File: config.mk
export PLATFORM = sky130hd
export DESIGN_NAME = alu_arbiter
export DESIGN_NICKNAME = d
export VERILOG_FILES = /design/src/rtl/alu_arbiter.sv
export SDC_FILE = /design/constraint.sdc
export NUM_CORES = 1
export LEC_CHECK = 0
export CORE_UTILIZATION = 40
export CTS_BUF_LIST = sky130_fd_sc_hd__clkbuf_4 sky130_fd_sc_hd__clkbuf_8 sky130_fd_sc_hd__clkbuf_16
export DETAILED_ROUTE_END_ITERATION = 8
export PLACE_DENSITY = 0.74
export SYNTH_ARGS = -nofsm -noshare
export SYNTH_HDL_FRONTEND = slang
export SYNTH_SLANG_ARGS = --single-unit
File: constraint.sdc
create_clock -name clk -period 1.7 [get_ports clk]
set_input_delay 0.255 -clock clk [delete_from_list [all_inputs] [get_ports clk]]
set_output_delay 0.255 -clock clk [all_outputs]
set_load 0.02 [all_outputs]
File: src/rtl/alu_arbiter.sv
// alu_arbiter: round-robin two-requester front end for a shared combinational 4-bit ALU
// Ports:
//   clk, rst                          clock, asynchronous active-high reset
//   reqN_valid/ready/a/b/sel          requester N operation handshake and operands (N = 0, 1)
//   alu_a, alu_b, alu_sel             registered operands driven to the external ALU
//   alu_out, alu_carry                combinational ALU result returned to the arbiter
//   rsp_valid/ready/id/result/carry/err  tagged response handshake
//   op_count                          completed responses, wrapping
module alu_arbiter #(
    parameter int DIV_CYCLES = 4,
    parameter int CNT_W      = 16
) (
    input  logic             clk,
    input  logic             rst,
    input  logic             req0_valid,
    output logic             req0_ready,
    input  logic [3:0]       req0_a,
    input  logic [3:0]       req0_b,
    input  logic [3:0]       req0_sel,
    input  logic             req1_valid,
    output logic             req1_ready,
    input  logic [3:0]       req1_a,
    input  logic [3:0]       req1_b,
    input  logic [3:0]       req1_sel,
    output logic [3:0]       alu_a,
    output logic [3:0]       alu_b,
    output logic [3:0]       alu_sel,
    input  logic [7:0]       alu_out,
    input  logic             alu_carry,
    output logic             rsp_valid,
    input  logic             rsp_ready,
    output logic             rsp_id,
    output logic [7:0]       rsp_result,
    output logic             rsp_carry,
    output logic             rsp_err,
    output logic [CNT_W-1:0] op_count
);
    typedef enum logic [1:0] {IDLE, EXEC, RESP} state_t;
    localparam logic [3:0] SEL_DIV = 4'b0011;
    state_t           state_q, state_d;
    logic             last_q, last_d;
    logic [3:0]       a_q, a_d, b_q, b_d, sel_q, sel_d, cnt_q, cnt_d;
    logic             id_q, id_d, rv_q, rv_d, carry_q, carry_d, err_q, err_d;
    logic [7:0]       res_q, res_d;
    logic [CNT_W-1:0] ops_q, ops_d;
    logic             g0, g1, div_zero;
    logic [3:0]       in_sel;
    // On contention the requester that was not served last wins.
    assign g0 = (state_q == IDLE) && req0_valid && (!req1_valid || last_q);
    assign g1 = (state_q == IDLE) && req1_valid && (!req0_valid || !last_q);
    assign req0_ready = g0 && !rst;
    assign req1_ready = g1 && !rst;
    assign in_sel   = g0 ? req0_sel : req1_sel;
    assign div_zero = (sel_q == SEL_DIV) && (b_q == 4'd0);
    always_comb begin
        state_d = state_q;
        last_d  = last_q;
        a_d     = a_q;
        b_d     = b_q;
        sel_d   = sel_q;
        cnt_d   = cnt_q;
        id_d    = id_q;
        rv_d    = rv_q;
        res_d   = res_q;
        carry_d = carry_q;
        err_d   = err_q;
        ops_d   = ops_q;
        case (state_q)
            IDLE: if (g0 || g1) begin
                a_d     = g0 ? req0_a : req1_a;
                b_d     = g0 ? req0_b : req1_b;
                sel_d   = in_sel;
                id_d    = g1;
                cnt_d   = (in_sel == SEL_DIV) ? 4'(DIV_CYCLES) : 4'd1;
                state_d = EXEC;
            end
            EXEC: if (cnt_q > 4'd1) begin
                cnt_d = cnt_q - 4'd1;
            end else begin
                // Divide by zero reports an error with a clean zero result.
                res_d   = div_zero ? 8'h00 : alu_out;
                carry_d = div_zero ? 1'b0 : alu_carry;
                err_d   = div_zero;
                rv_d    = 1'b1;
                state_d = RESP;
            end
            RESP: if (rsp_ready) begin
                rv_d    = 1'b0;
                last_d  = id_q;
                ops_d   = ops_q + CNT_W'(1);
                state_d = IDLE;
            end
            default: state_d = IDLE;
        endcase
    end
    always_ff @(posedge clk or posedge rst) begin
        if (rst) begin
            state_q <= IDLE;
            last_q  <= 1'b1;
            a_q     <= '0;
            b_q     <= '0;
            sel_q   <= '0;
            cnt_q   <= '0;
            id_q    <= 1'b0;
            rv_q    <= 1'b0;
            res_q   <= '0;
            carry_q <= 1'b0;
            err_q   <= 1'b0;
            ops_q   <= '0;
        end else begin
            state_q <= state_d;
            last_q  <= last_d;
            a_q     <= a_d;
            b_q     <= b_d;
            sel_q   <= sel_d;
            cnt_q   <= cnt_d;
            id_q    <= id_d;
            rv_q    <= rv_d;
            res_q   <= res_d;
            carry_q <= carry_d;
            err_q   <= err_d;
            ops_q   <= ops_d;
        end
    end
    assign alu_a      = a_q;
    assign alu_b      = b_q;
    assign alu_sel    = sel_q;
    assign rsp_valid  = rv_q;
    assign rsp_id     = id_q;
    assign rsp_result = res_q;
    assign rsp_carry  = carry_q;
    assign rsp_err    = err_q;
    assign op_count   = ops_q;
endmodule

* Word level (Yosys, flattened, before mapping)
Index checks and enable logic that the tools add are counted.
** Operators by class
- Bitwise gates (word level) :: 1
- Magnitude comparators :: 1
- Equal/unequal tests :: 8
- Add/subtract/negate cells :: 2
- Muxes and demuxes :: 16
- Reduce and logical (&&, ||, !) cells :: 24
** Operator list (number)
- 4-bit two-way mux :: 5
- 16-bit by 1-bit adder with 16-bit output (second input constant) :: 1
- 3-bit AND reduction :: 3
- 4-bit by 2-bit == test with 1-bit output (second input constant) :: 2
- 8-bit two-way mux :: 1
- 4-bit case mux with 2 select lines :: 1
- 1-bit logical AND :: 7
- 2-bit two-way mux :: 3
- 2-bit != test (second input constant) :: 3
- 2-bit case mux with 3 select lines :: 1
- 2-bit AND reduction :: 3
- 4-bit by 1-bit greater-than comparator with 1-bit output (second input constant) :: 1
- 1-bit logical NOT :: 4
- 4-bit logical NOT :: 1
- 2-bit nonzero test :: 2
- 4-bit by 1-bit subtractor with 4-bit output (second input constant) :: 1
- 1-bit logical OR :: 3
- 1-bit two-way mux :: 3
- 3-bit two-way mux :: 1
- 2-bit by 1-bit == test with 1-bit output (second input constant) :: 1
- 2-bit == test (second input constant) :: 1
- 2-bit logical NOT :: 1
- 2-bit by 1-bit != test with 1-bit output (second input constant) :: 1
- 1-bit case mux with 2 select lines :: 1
- 1-bit NOT :: 1
** Storage, ports and cells
- Flip-flop bits (word level) :: 47
- Word-level logic and storage cells :: 64
- Output and inout port bits :: 42
- Input bits :: 38

* Logic depth before layout (Yosys ltp)
Gate-level depths: netlist of the first run.
- Depth after elaboration :: 8
- Depth in mapped cells :: 7
- Depth with buffers taken out :: 6

* Worst setup path before layout of the first run
Ideal clock, no wire load.
- Path type :: in2out
- Start :: input port rst
- End :: output port req1_ready
- Arrival :: 1.720 ns
- Stages :: 2
- Setup slack :: -0.275 ns
- Cells stage by stage :: inv_1 -> and4_1
** Between the ends
- Longest elaborated chain between the ends :: 2
** Ends and longest elaborated chain
- start: declaration :: line 14 : input logic rst,
- 1-bit logical NOT (no line)
- 1-bit logical AND :: line 52 : assign req1_ready = g1 && !rst;
- end: declaration :: line 21 : output logic req1_ready,
Every way passes these cells.

* Worst setup path after layout of the first run
- Start :: register cnt_q[1]
- End :: register res_q[7], in the netlist rsp_result[7]
** Between the ends
- Longest elaborated chain between the ends :: 3
** Ends and longest elaborated chain
- start: declaration :: line 42 : logic [3:0] a_q, a_d, b_q, b_d, sel_q, sel_d, cnt_q, cnt_d;
- start signal: assignment :: line 116 : cnt_q <= cnt_d;
- 4-bit by 1-bit greater-than comparator with 1-bit output :: line 77 : EXEC: if (cnt_q > 4'd1) begin
- 1-bit NOT (no line)
- 2-bit AND reduction (no line)
- end signal: assignment :: line 119 : res_q <= res_d;
- end: declaration :: line 44 : logic [7:0] res_q, res_d;
Every way passes these cells.
A chain may end at the register's enable or synchronous reset.

==> metrics.txt, run 1 <==
Hold Path Origin=op_count[15]$_DFFE_PP0P_; antenna violations before repair=0; DRT Pass-1 Iters=4; Remaining DRCs=0; Static Leak=1.54 nW; worst r2r path cells=6; maximum buffer depth of the clock tree=2; required time of the critical path=1.94 ns; r2r endpoint=rsp_result[7]$_DFFE_PP0P_; global route overflow=0; Worst IR Drop VDD=0.760 mV; Area growth, synth to finish=53.4%; CTS tree=built; Max Cap Viol=0; clock tree sinks=47; top cells by count, synth=dfrtp_1 (46), nand2_1 (31), mux2i_1 (15), xnor2_1 (14), o21ai_0 (13); row cnt=26; top cell type's share of synthesized area=52.5%; Syn Std Cell Area=2190 µm²; CP Data Arrival Time=1.91 ns; count leader, synth=dfrtp_1; syn_nets=238; vias in the first global route=1,792; clock transition at the registers of the reported paths=0.09 ns; Hold EP=op_count[15]$_DFFE_PP0P_; worst hold path class=register to register; synthesized area per cell=11.1 µm²; Detail Placement HPWL=3780 µm; Cell Count, Final, Fillers Out=375; period utilization=98.7%; hold slack=0.470 ns; Die X=76.0 µm; worst reg2reg path startpoint=cnt_q[1]$_DFFE_PP0P_; global-route wire length before repair=8470 µm; FFs w/ async S/R, synth=100%; nets@finish=345; Slew headroom=50.0%; r2r setup slk=0.02 ns; Vias=1,863; top area cells in the synthesized netlist=dfrtp_1 (53%), mux2i_1 (6.8%), xnor2_1 (5.6%), nand2_1 (5.3%), a22o_1 (3.6%); area leader, netlist=dfrtp_1; clock root buffer master=clkbuf_8; PD cells=1600 nW/µm²; Placed Cells=364; wire per inst=13.7 µm; fill count=438; WHS Path Cells=1; Seq cells post-synth=47; Min Clock Period, post-route=1.68 ns; CP max FO=6; Hold Fails Final Rpt=0; status=complete, no violations; Port Buffers=79; Ys Warns=0; Max Freq=596 MHz; cts bufs inserted=5; H-tree depth=2; Setup-failing EPs final=0; GRT Overall Usage=18.4%; final WL=5130 µm; # diodes=0; core area=5200 µm²; DRT antenna net count=0; Initial DRC Count=89; vias per cell=4.97; Post-synth EDFFs=0; Top Ports=80; number of distinct library cells after synthesis=42; DIE AREA=5780 µm²; Final Skew=0.00346 ns; hold-fix buffers at CTS=0; Setup crit start kind=register; largest net degree at the start of global routing=48; critical path class=register to register; layout cells sized above 1=16.4%; Cells after Synth=197; Final Max Slew Viols=0; Least-Margin Pin Slew=0.740 ns; Worst setup EP type=register; Skew-Pair Late Insertion Delay=0.29 ns; Die Y=76.0 µm; sequential area share after synthesis=53.7%; Placer Congestion=0.888; Primary FF master, synth=dfrtp_1; Initial Util=42.1%
==> layer usage <==
layer,vias up,global-route usage [%],part of all wire [%]
li1,909,-,-
met1,878,23.0,42
met2,67,30.8,51
met3,9,4.43,5.2
met4,0,6.92,2.0
met5,-,0,0
==> cells in the final DEF (no fill, tap or decap), types with 2 or more instances in the layout <==
master            n
nand3_1           7
clkdlybuf4s50_1  76
xnor2_1          14
mux2i_1          15
inv_1             5
clkbuf_8          5
nor2b_1           2
clkinvlp_4        2
nand4_1           5
a22o_1            9
a21oi_1           2
and4_1            2
ha_1              2
nor4_1            2
nor2_1            8
o31ai_1           2
inv_2             2
nand2_1          31
buf_6             2
nand2b_4          2
dfrtp_1          46
buf_4            23
o21ai_0          13
==> layout make-up <==
cell class,instances,area (µm²),area share (%)
clock buffer,6,76.3,2.27
multi-input combinational,138,981,29.2
timing repair buffer,104,993,29.5
inverter,8,33.8,1.00
tap,70,87.6,2.61
sequential,47,1180,35.0
clock inverter,2,12.5,0.372
==> worst max-delay path: stages (launching register included) <==
cell and delay (ns):
dfrtp_1 0.40, inv_2 0.10, ha_1 0.15, o21bai_1 0.08, or3_4 0.44, a21oi_2 0.26, a22o_1 0.18
==> registers in the layout (all words and copies together) (netlist names) <==
name and cells:
state_q 2, alu_sel 4, op_count 16, rsp_id 1
alu_b 4, alu_a 4, rsp_result 8, last_q 1
rsp_carry 1, rsp_err 1, rsp_valid 1, cnt_q 4
==> per-stage QoR <==
stage / instance area, µm² / power [mW] / setup TNS (ns) / worst slack (ns) / util, %
finish: 3360 / 5.38 / 0 / 0.0214 / 64.6
detailed placement: 3220 / 4.58 / -1.13 / -0.219 / 61.9
CTS: 3310 / 5.28 / 0 / 0.00683 / 63.6
global placement: 3220 / 4.52 / -0.713 / -0.198 / 61.9
global route: 3360 / 5.73 / -0.106 / -0.0264 / 64.6
floorplan: 2200 / 3.33 / 0 / 0.00829 / -
==> how the worst max path moves through the flow <==
stage                               from                   endpoint  slack [ns]  depth (start not counted)
CTS                   last_q$_DFFE_PP1P_                 req1_ready       0.007                          4
global route        cnt_q[1]$_DFFE_PP0P_  rsp_result[7]$_DFFE_PP0P_       -0.03                          6
finish              cnt_q[1]$_DFFE_PP0P_  rsp_result[7]$_DFFE_PP0P_        0.02                          6
floorplan           cnt_q[0]$_DFFE_PP0P_      rsp_carry$_DFFE_PP0P_       0.008                          7
global placement              req1_valid                 req0_ready       -0.20                          5
detailed placement            req1_valid                 req0_ready       -0.22                          5
==> repair_timing <==
action / in CTS / in global routing
cloned: 0 / 2
gates resized for setup: 8 / 11
setup endpoints to repair: 12 / 13
pin swaps: 1 / 2
hold endpoints to repair: 0 / 0
setup buffers: 0 / 1
==> logic make-up after synthesis <==
| logic type | after synthesis | share of synthesized area, % |
|---|---|---|
| xor+xnor | 15 | 5.99 |
| simple gates | 69 | 17.4 |
| buf+inv | 13 | 3.08 |
| fa+ha+maj | 3 | 1.71 |
| compound gates | 35 | 11.3 |
| flops | 47 | 53.7 |
| mux | 15 | 6.85 |
==> power breakdown <==
group,switching [mW],internal [mW]
clock,0.372,0.304
sequential,0.310,1.52
combinational,1.39,1.48
No activity file was read; power rests on OpenSTA's default activity.
==> run 2: changes to the inputs <==
--- a/config.mk
+++ b/config.mk
@@ -5,6 +5,7 @@
 export SDC_FILE = /design/constraint.sdc
 export NUM_CORES = 1
 export LEC_CHECK = 0
+export CORE_MARGIN = 5
 export CORE_UTILIZATION = 40
 export CTS_BUF_LIST = sky130_fd_sc_hd__clkbuf_4 sky130_fd_sc_hd__clkbuf_8 sky130_fd_sc_hd__clkbuf_16
 export DETAILED_ROUTE_END_ITERATION = 8
==> metrics.txt, run 2 (same netlist as run 1, synthesis figures left out) <==
critical path class=register to register (unchanged); maximum buffer depth of the clock tree=2 (unchanged); Worst IR Drop VDD=0.863 mV (was 0.760 mV); Largest register FFs=16 (unchanged); Initial DRC Count=89 (unchanged); required time of the critical path=1.89 ns (was 1.94 ns); final core occ=63.6% (was 64.6%); cts bufs inserted=5 (unchanged); Least-Margin Pin Slew=0.776 ns (was 0.740 ns); Final Skew=0.00630 ns (was 0.00346 ns); Setup TNS Final=0 ns (unchanged); clock transition at the registers of the reported paths=0.09 ns (about the same); hold-fix buffers at CTS=0 (unchanged); row cnt=27 (was 26); Initial Util=40.6% (was 42.1%); Static Leak=1.57 nW (was 1.54 nW); Worst Setup EP=rsp_result[7]$_DFFE_PP0P_ (unchanged); worst hold path class=register to register (unchanged); vias in the first global route=1,878 (was 1,792); wire per inst=13.9 µm (was 13.7 µm); Worst setup EP type=register (unchanged); Vias=1,837 (was 1,863); wl on met1=2230 µm (was 2150 µm); nets@finish=346 (was 345); max layer used=met4 (unchanged); worst r2r path cells=6 (unchanged); GRT Overall Usage=14.7% (was 18.4%); Max Cap Viol=0 (unchanged); clock root buffer master=clkbuf_8 (unchanged); Placed Cells=366 (was 364); Cell Count, Final, Fillers Out=378 (was 375); # diodes=0 (unchanged); r2r setup slk=0.04 ns (was 0.02 ns); clock tree sinks=47 (unchanged); global-route wire length before repair=8440 µm (was 8470 µm); CP Data Arrival Time=1.85 ns (was 1.91 ns); Area growth, synth to finish=56.7% (was 53.4%); antenna violations before repair=0 (unchanged); Max Freq=604 MHz (was 596 MHz); Detail Placement HPWL=3990 µm (was 3780 µm); total power=5.72 mW (was 5.38 mW); Die X=84.0 µm (was 76.0 µm); DRT Pass-1 Iters=3 (was 4); metal3 WL=306 µm (was 269 µm); Die Y=84.0 µm (was 76.0 µm); Placer Congestion=0.831 (was 0.888); largest net degree at the start of global routing=48 (unchanged); Setup-failing EPs final=0 (unchanged); DIE AREA=7060 µm² (was 5780 µm²); Min Clock Period, post-route=1.66 ns (was 1.68 ns); Remaining DRCs=0 (unchanged); Final Max Slew Viols=0 (unchanged); global route overflow=0 (unchanged); CP max FO=6 (unchanged); core area=5410 µm² (was 5200 µm²); Setup crit start kind=register (unchanged); leading cell type in the layout, fill and taps excluded=clkdlybuf4s50_1 (unchanged); Hold Fails Final Rpt=0 (unchanged); H-tree depth=2 (unchanged); DRT antenna net count=0 (unchanged); fill count=450 (was 438); Top Ports=80 (unchanged); crit path from=cnt_q[1]$_DFFE_PP0P_ (unchanged); r2r endpoint=rsp_result[7]$_DFFE_PP0P_ (unchanged); Slew headroom=47.6% (was 50.0%); status=complete, no violations (unchanged); final WL=5270 µm (was 5130 µm); PD cells=1670 nW/µm² (was 1600 nW/µm²); period utilization=97.4% (was 98.7%); Port Buffers=79 (unchanged); CTS tree=built (unchanged); met2 wire len=2670 µm (was 2600 µm); most frequent cells in the layout=clkdlybuf4s50_1 (76), dfrtp_1 (46), nand2_1 (31) (unchanged); worst reg2reg path startpoint=cnt_q[1]$_DFFE_PP0P_ (unchanged); Skew-Pair Late Insertion Delay=0.30 ns (was 0.29 ns); vias per cell=4.86 (was 4.97); layout cells sized above 1=17.0% (was 16.4%)
## run 2: how the worst min path moves through the flow
stage                        startpoint                       end  slack, ns  cells past startpoint
6_report       op_count[15]$_DFFE_PP0P_  op_count[15]$_DFFE_PP0P_       0.48                      1
5_1_grt        op_count[15]$_DFFE_PP0P_  op_count[15]$_DFFE_PP0P_       0.51                      1
4_1_cts        op_count[15]$_DFFE_PP0P_  op_count[15]$_DFFE_PP0P_       0.49                      1
3_5_place_dp   op_count[15]$_DFFE_PP0P_  op_count[15]$_DFFE_PP0P_       0.48                      1
3_3_place_gp       alu_a[2]$_DFFE_PP0P_      alu_a[2]$_DFFE_PP0P_       0.46                      2
2_1_floorplan                       rst      alu_a[0]$_DFFE_PP0P_       0.28                      1
## run 2: layer usage
metal | up-vias | track usage [%]
met5 | - | 0
met4 | 0 | 4.97
met3 | 6 | 3.46
met2 | 50 | 26.0
met1 | 867 | 17.2
li1 | 914 | -
## run 2: timing repair
item	in CTS	in global routing
pin swaps	1	2
resized for setup	9	12
cloned	0	2
endpoints found under the setup margin	12	12
setup buffers	0	2
hold endpoints to repair	0	0
## run 2: where the power goes
| group | internal (mW) | leakage (nW) | switching, mW |
|---|---|---|---|
| registers | 1.52 | 0.599 | 0.300 |
| logic | 1.51 | 0.904 | 1.43 |
| clock network | 0.604 | 0.0688 | 0.364 |
| total | 3.63 | 1.57 | 2.09 |
## run 2: worst max-delay path, cell delays in order, from the launching register on
cell and delay [ns]:
dfrtp_1 0.39, inv_2 0.11, ha_4 0.16, o21bai_4 0.07
or3_4 0.43, buf_6 0.16, a22o_1 0.23
## run 2: per-stage QoR
stage | cell area (µm²) | setup WS, ns | hold WS [ns]
final | 3440 | 0.0439 | 0.482
after floorplan | 2200 | 0.00829 | 0.281
after detailed placement | 3220 | -0.250 | 0.478
after CTS | 3360 | 0.0173 | 0.495
after global placement | 3220 | -0.240 | 0.459
after global routing | 3440 | -0.00171 | 0.512
## run 2: area by class of cell
class                           count  area, µm²  area share [%]
Clock buffer                        6       76.3            2.22
Tap cell                           72       90.1            2.62
Clock inverter                      2       60.1            1.75
Sequential cell                    47       1180            34.3
Timing Repair Buffer              105        998            29.1
Inverter                            8       33.8           0.983
Multi-Input combinational cell    138       1000            29.1
